File: src/rtl/clk_div_bank.sv
// Bank of NCH programmable clock dividers: per-channel one-cycle tick and ~50% square wave,
// with shadowed period writes applied at period boundaries and a global phase resync.
module clk_div_ch #(
  parameter int CNT_W   = 26,
  parameter int DEF_DIV = 250_000
) (
  input  logic             clk,
  input  logic             rst_n,
  input  logic             en,
  input  logic             sync,
  input  logic             wr,
  input  logic [CNT_W-1:0] div,
  output logic             pend,
  output logic             tick,
  output logic             sq
);
  localparam logic [CNT_W-1:0] DEF = CNT_W'(DEF_DIV);

  typedef enum logic {IDLE, RUN} state_t;
  state_t state;

  logic [CNT_W-1:0] phase, active, shadow;
  logic [CNT_W-1:0] nxt_phase, nxt_active, nxt_hi;
  logic             wrap, apply;

  // Outputs are decoded from next-state values so they line up with the registered phase.
  always_comb begin
    wrap       = (state == RUN) && en && (sync || phase == active - CNT_W'(1));
    apply      = pend && ((state == IDLE) || wrap);
    nxt_active = apply ? shadow : active;
    nxt_phase  = ((state == RUN) && en && !wrap) ? phase + CNT_W'(1) : '0;
    nxt_hi     = (nxt_active == CNT_W'(1)) ? CNT_W'(1) : nxt_active >> 1;
  end

  always_ff @(posedge clk or negedge rst_n) begin
    if (!rst_n) begin
      state  <= IDLE;
      phase  <= '0;
      active <= DEF;
      shadow <= DEF;
      pend   <= 1'b0;
      tick   <= 1'b0;
      sq     <= 1'b0;
    end else begin
      state  <= en ? RUN : IDLE;
      phase  <= nxt_phase;
      active <= nxt_active;
      if (wr) shadow <= div;
      // A write coinciding with an apply re-arms pend; the apply used the older shadow.
      pend   <= wr || (pend && !apply);
      tick   <= en && (nxt_phase == '0);
      sq     <= en && (nxt_phase < nxt_hi);
    end
  end
endmodule

module clk_div_bank #(
  parameter int NCH     = 4,
  parameter int CNT_W   = 26,
  parameter int DEF_DIV = 250_000,
  parameter int CH_W    = ($clog2(NCH) > 0) ? $clog2(NCH) : 1
) (
  input  logic             clk50MHz_i,
  input  logic             rst_n_i,
  input  logic [NCH-1:0]   en_i,
  input  logic             sync_i,
  input  logic             cfg_we_i,
  input  logic [CH_W-1:0]  cfg_ch_i,
  input  logic [CNT_W-1:0] cfg_div_i,
  output logic [NCH-1:0]   pend_o,
  output logic             cfg_err_o,
  output logic [NCH-1:0]   tick_o,
  output logic [NCH-1:0]   clk_o
);
  logic           cfg_ok;
  logic [NCH-1:0] wr;

  assign cfg_ok = (cfg_div_i != '0) && (32'(cfg_ch_i) < NCH);

  always_comb begin
    wr = '0;
    for (int k = 0; k < NCH; k++)
      wr[k] = cfg_we_i && cfg_ok && (32'(cfg_ch_i) == k);
  end

  always_ff @(posedge clk50MHz_i or negedge rst_n_i) begin
    if (!rst_n_i) cfg_err_o <= 1'b0;
    else          cfg_err_o <= cfg_we_i && !cfg_ok;
  end

  clk_div_ch #(.CNT_W(CNT_W), .DEF_DIV(DEF_DIV)) u_ch [NCH-1:0] (
    .clk   (clk50MHz_i),
    .rst_n (rst_n_i),
    .en    (en_i),
    .sync  ({NCH{sync_i}}),
    .wr    (wr),
    .div   ({NCH{cfg_div_i}}),
    .pend  (pend_o),
    .tick  (tick_o),
    .sq    (clk_o)
  );
endmodule
File: config.mk
export PLATFORM = sky130hd
export DESIGN_NAME = clk_div_bank
export DESIGN_NICKNAME = d
export VERILOG_FILES = /design/src/rtl/clk_div_bank.sv
export SDC_FILE = /design/constraint.sdc
export NUM_CORES = 1
export LEC_CHECK = 0
export ABC_AREA = 1
export BUFFER_PORTS_ARGS = -buffer_cell sky130_fd_sc_hd__clkbuf_2
export CORE_AREA = 2 2 159 317
export CTS_BUF_LIST = sky130_fd_sc_hd__clkbuf_4
export CTS_CLUSTER_SIZE = 25
export DETAILED_ROUTE_END_ITERATION = 7
export DIE_AREA = 0 0 161 319
export PLACE_DENSITY_LB_ADDON = 0.08
export REMOVE_ABC_BUFFERS = 1
export SYNTH_ARGS = -nofsm -noshare
export SYNTH_HDL_FRONTEND = slang
export SYNTH_SLANG_ARGS = --single-unit
File: constraint.sdc
create_clock -name clk50MHz_i -period 4.2 [get_ports clk50MHz_i]
set_clock_uncertainty 0.15 [all_clocks]
set_input_delay 0.84 -clock clk50MHz_i [delete_from_list [all_inputs] [get_ports clk50MHz_i]]
set_output_delay 0.84 -clock clk50MHz_i [all_outputs]
set_load 0.1 [all_outputs]
==> impl_table.tex <==
\begin{tabular}{lr}
\hline
Metric & Value \\
\hline
\multicolumn{2}{l}{\textbf{Global route}} \\
Number of antenna violations at the first check in global routing & 3 \\
Wire length of the first global-routing pass & about 100,000 um \\
Maximum number of pins on one net before global-route repair & 108 \\
GRT Util Overall & 25.6\% \\
Total gr overflow & 0 \\
Number of global-route vias before repair & 19,191 \\
\multicolumn{2}{l}{\textbf{Drt}} \\
Detailed-route via count & 19,716 \\
Post-detailed-route via-to-cell ratio & 5.05 \\
Number of design rule violations left after detail routing & 0 \\
Number of DRC violations after detailed-routing iteration 0 & 1,247 \\
Sum of met3 wire segment lengths after detailed routing & 2260 um \\
Routed wire per std cell & 17.0 um \\
Detailed Routing Iterations Pass 1 & 5 \\
Total Routed Length & 66,400 um \\
Antenna-violating nets left & 0 \\
Routed met2 length & $\sim$33,000 um \\
Wire length the detailed router placed on met1 & between 20,000 and 30,000 um \\
Max Used Layer & met5 \\
\multicolumn{2}{l}{\textbf{Floorplan}} \\
I/O Pins & 49 \\
Width of the chip & 161 um \\
Placeable Area & 48,900 um2 \\
FP Rows & 115 \\
Starting density of the core & 44.5\% \\
Die extent in y & 319 um \\
Area of the die & a little over 50,000 um2 \\
\multicolumn{2}{l}{\textbf{Run}} \\
Max-cap viol count & 0 \\
\multicolumn{2}{l}{\textbf{STA}} \\
Number of pins with negative max-slew slack in the final report & 0 \\
Final period utilization & 95.2\% \\
Highest clock rate & around 0.25 GHz \\
Final WS setup & 0.203 ns \\
Hold Vio Cnt, Final & 0 \\
Transition time at the pin with the least slew margin & 1.11 ns \\
Minimum period implied by the final worst setup slack & 4.00 ns \\
Final setup violation count & 0 \\
Slew Limit Headroom & 26.3\% \\
\multicolumn{2}{l}{\textbf{Worst setup path}} \\
Data required time at the worst endpoint & about 4.8 ns \\
Class of the most critical setup path & flip-flop to flip-flop \\
Kind of capture point of the worst setup path & flip-flop \\
Data arrival time at the worst-slack endpoint & 4.58 ns \\
Critical path peak fanout & 15 \\
Startpoint class of the critical path & flip-flop \\
\multicolumn{2}{l}{\textbf{Power and ir drop}} \\
PD cells & 405 nW/um2 \\
Static leakage & 0.0125 uW \\
Worst voltage drop across the vdd grid & 0.000293 V \\
\multicolumn{2}{l}{\textbf{Synthesis}} \\
Synthesized area divided by synthesized cell count & slightly above 7 um2 \\
Flip-flop and latch count after synthesis & about 330 \\
Xor and xnor fraction of the mapped netlist area & 4.66\% \\
Compound-cell area share of the yosys netlist & 6.64\% \\
Warnings, synthesis & 0 \\
Post-synthesis instance total & between 3,000 and 4,000 \\
Synthesized-area fraction occupied by adder cells & between 5 and 6\% \\
Post-Syn Area & around 22,000 um2 \\
Main flop type after synthesis & sky130\_fd\_sc\_hd\_\_dfrtp\_1 \\
Synthesized-area fraction occupied by and/or/nand/nor cells & 34.4\% \\
EDFF count, synth & 0 \\
Largest family of logic cells by synthesized area & simple AND/OR/NAND/NOR gates \\
Ys async rst share & 100\% \\
Sequential element share of the synthesized area & a little under two fifths \\
Synth unique cells & around 50 \\
Multiplexer share of the synthesized area & 0\% \\
\multicolumn{2}{l}{\textbf{CTS}} \\
Buffer type at the clock tree root & sky130\_fd\_sc\_hd\_\_clkbuf\_4 \\
Clock transition at path regs & around 0.07 ns \\
Clock latency on the worst-skew pair & 0.82 ns \\
Max Buffers Root-to-Sink & 3 \\
Clock buffers created by TritonCTS & 84 \\
Number of clock sinks & 329 \\
Clock tree from TritonCTS & done \\
Level count of the clock H-tree & 3 \\
\multicolumn{2}{l}{\textbf{Layout}} \\
Util after Layout & 50.4\% \\
Fraction of final layout cells with drive strength greater than 1 & 15.3\% \\
Layout Nets & 3,329 \\
Highest-count cells in the layout ignoring fill and taps & sky130\_fd\_sc\_hd\_\_nand2\_1 (817), sky130\_fd\_sc\_hd\_\_inv\_1 (458), sky130\_fd\_sc\_hd\_\_nor2\_1 (316) \\
Filler Cells Inserted & 5,034 \\
Commonest non-fill, non-tap cell in the layout & sky130\_fd\_sc\_hd\_\_nand2\_1 \\
Area added between synthesis and finish & 13.2\% \\
\multicolumn{2}{l}{\textbf{Placed design}} \\
Weighted congestion at the end of routability-driven global placement & 0.885 \\
Port Buffers & 48 \\
Final HPWL DP & between 50,000 and 60,000 um \\
Worst slack after detailed placement & -0.0978 ns \\
\multicolumn{2}{l}{\textbf{Worst hold path}} \\
Hold Crit Class & input port to flip-flop \\
\multicolumn{2}{l}{\textbf{Status}} \\
Outcome & completed \\
\hline
\end{tabular}
critical path, stage by stage (launching register included):
cell and delay, ns:
sky130_fd_sc_hd__dfrtp_1 0.43, sky130_fd_sc_hd__inv_2 0.13, sky130_fd_sc_hd__ha_4 0.17, sky130_fd_sc_hd__nand2_2 0.11, sky130_fd_sc_hd__nor2_4 0.21, sky130_fd_sc_hd__nand2_2 0.10
sky130_fd_sc_hd__clkinv_1 0.08, sky130_fd_sc_hd__nand3_1 0.07, sky130_fd_sc_hd__nand2_1 0.06, sky130_fd_sc_hd__nand2_1 0.07, sky130_fd_sc_hd__nand2_1 0.07, sky130_fd_sc_hd__nor2_1 0.04
sky130_fd_sc_hd__nand3_2 0.10, sky130_fd_sc_hd__nand4_1 0.17, sky130_fd_sc_hd__buf_4 0.28, sky130_fd_sc_hd__nor3_2 0.35, sky130_fd_sc_hd__ha_1 0.31, sky130_fd_sc_hd__nand2_1 0.15
sky130_fd_sc_hd__nor2_1 0.07, sky130_fd_sc_hd__a211oi_1 0.22, sky130_fd_sc_hd__o221ai_1 0.19, sky130_fd_sc_hd__a31o_2 0.29, sky130_fd_sc_hd__a21oi_2 0.09
state kept, by name (all words and copies together) (netlist names):
| name | flops |
|---|---|
| cfg_err_o | 1 |
| u_ch.active | 104 |
| u_ch.pend | 4 |
| u_ch.phase | 104 |
| u_ch.shadow | 104 |
| u_ch.sq | 4 |
| u_ch.state | 4 |
| u_ch.tick | 4 |
where the power goes:
group	internal, uW	switching, uW
Clock	1380	1450
Combinational	1050	1900
Sequential	3700	518
Total	6130	3870
cell families after synthesis:
family,count (synthesis)
compound gates,262
xor+xnor,116
fa+ha+maj,104
buf+inv,546
flops,329
simple gates,1675
cells in the mapped netlist, types with 6 or more instances:
cell type / instances / area, um2
sky130_fd_sc_hd__nand2_1: 826 / 3100
sky130_fd_sc_hd__inv_1: 465 / 1750
sky130_fd_sc_hd__nor2_1: 336 / 1260
sky130_fd_sc_hd__dfrtp_1: 273 / 6830
sky130_fd_sc_hd__nand3_1: 185 / 926
sky130_fd_sc_hd__o21ai_0: 148 / 741
sky130_fd_sc_hd__ha_1: 104 / 1300
sky130_fd_sc_hd__nand4_1: 71 / 444
sky130_fd_sc_hd__nand3b_1: 63 / 473
sky130_fd_sc_hd__a21oi_1: 61 / 305
sky130_fd_sc_hd__xor2_1: 61 / 534
sky130_fd_sc_hd__nor3_1: 59 / 295
sky130_fd_sc_hd__dfstp_2: 56 / 1470
sky130_fd_sc_hd__xnor2_1: 55 / 482
sky130_fd_sc_hd__clkbuf_1: 37 / 139
sky130_fd_sc_hd__nor4_1: 36 / 225
sky130_fd_sc_hd__nand2_2: 28 / 175
sky130_fd_sc_hd__nor2_2: 24 / 150
sky130_fd_sc_hd__buf_4: 20 / 150
sky130_fd_sc_hd__buf_6: 13 / 146
sky130_fd_sc_hd__nor2_4: 10 / 113
sky130_fd_sc_hd__o21a_1: 9 / 67.6
sky130_fd_sc_hd__a211oi_1: 7 / 52.6
sky130_fd_sc_hd__a31oi_1: 7 / 43.8
sky130_fd_sc_hd__buf_2: 7 / 35.0
sky130_fd_sc_hd__nor3b_1: 7 / 52.6
sky130_fd_sc_hd__o21ai_1: 7 / 35.0
sky130_fd_sc_hd__and2_1: 6 / 37.5
sky130_fd_sc_hd__nand2_4: 6 / 67.6
sky130_fd_sc_hd__o21bai_1: 6 / 45.0
repair_timing:
action / 4_1_cts / 5_1_grt
pin swaps: 1 / 25
setup buffers: 0 / 29
hold endpoints to repair: 65 / 0
cloned: 0 / 7
hold buffers: 1 / 0
resized for setup: 2 / 94
endpoints found under the setup margin: 2 / 5
area by class of cell:
type	count	area [um2]	share of cell area, %
Inverter	468	1760	7.14
Clock inverter	30	134	0.543
Multi-Input combinational cell	2164	11700	47.4
Clock buffer	126	946	3.83
Tap cell	643	805	3.26
Antenna cell	3	7.51	0.0304
Sequential cell	329	8300	33.7
Timing Repair Buffer	142	1020	4.15
path summary, 6_finish.rpt:
| check | start | cells past startpoint | endpoint | slack [ns] |
|---|---|---|---|---|
| setup / recovery | u_ch[1].active[0] | 22 | u_ch[1].sq | 0.20 |
| hold / removal | en_i[3] | 1 | u_ch[3].state | 0.07 |
| setup reg to reg | u_ch[1].active[0] | 22 | u_ch[1].sq | 0.20 |
| hold reg to reg | u_ch[1].shadow[5] | 2 | u_ch[1].shadow[5] | 0.33 |
| max in group asynchronous | rst_n_i | 3 | u_ch[0].active[17] | 2.41 |
| min in group asynchronous | rst_n_i | 2 | u_ch[3].phase[10] | 0.53 |
per-layer routing:
metal / vias up / global-route usage (%)
li1: 10033 / -
met5: - / 0
met1: 9141 / 32.2
met3: 155 / 3.34
met2: 385 / 43.8
met4: 2 / 11.5
stage by stage:
step | instance area (um2) | TNS, ns | hold WS, ns | total power, uW | std cells
2_1_floorplan | 21300 | 0 | 0.294 | 6140 | 2954
3_3_place_gp | 22900 | -0.0445 | 0.309 | 7070 | 3709
3_5_place_dp | 22900 | -0.0978 | 0.317 | 7100 | 3709
4_1_cts | 24000 | 0 | 0.00107 | 9990 | 3866
5_1_grt | 24700 | -0.165 | 0.0363 | 10700 | 3905
6_report | 24700 | 0 | 0.0651 | 10000 | 3905
Power figures use the tool's default switching activity.
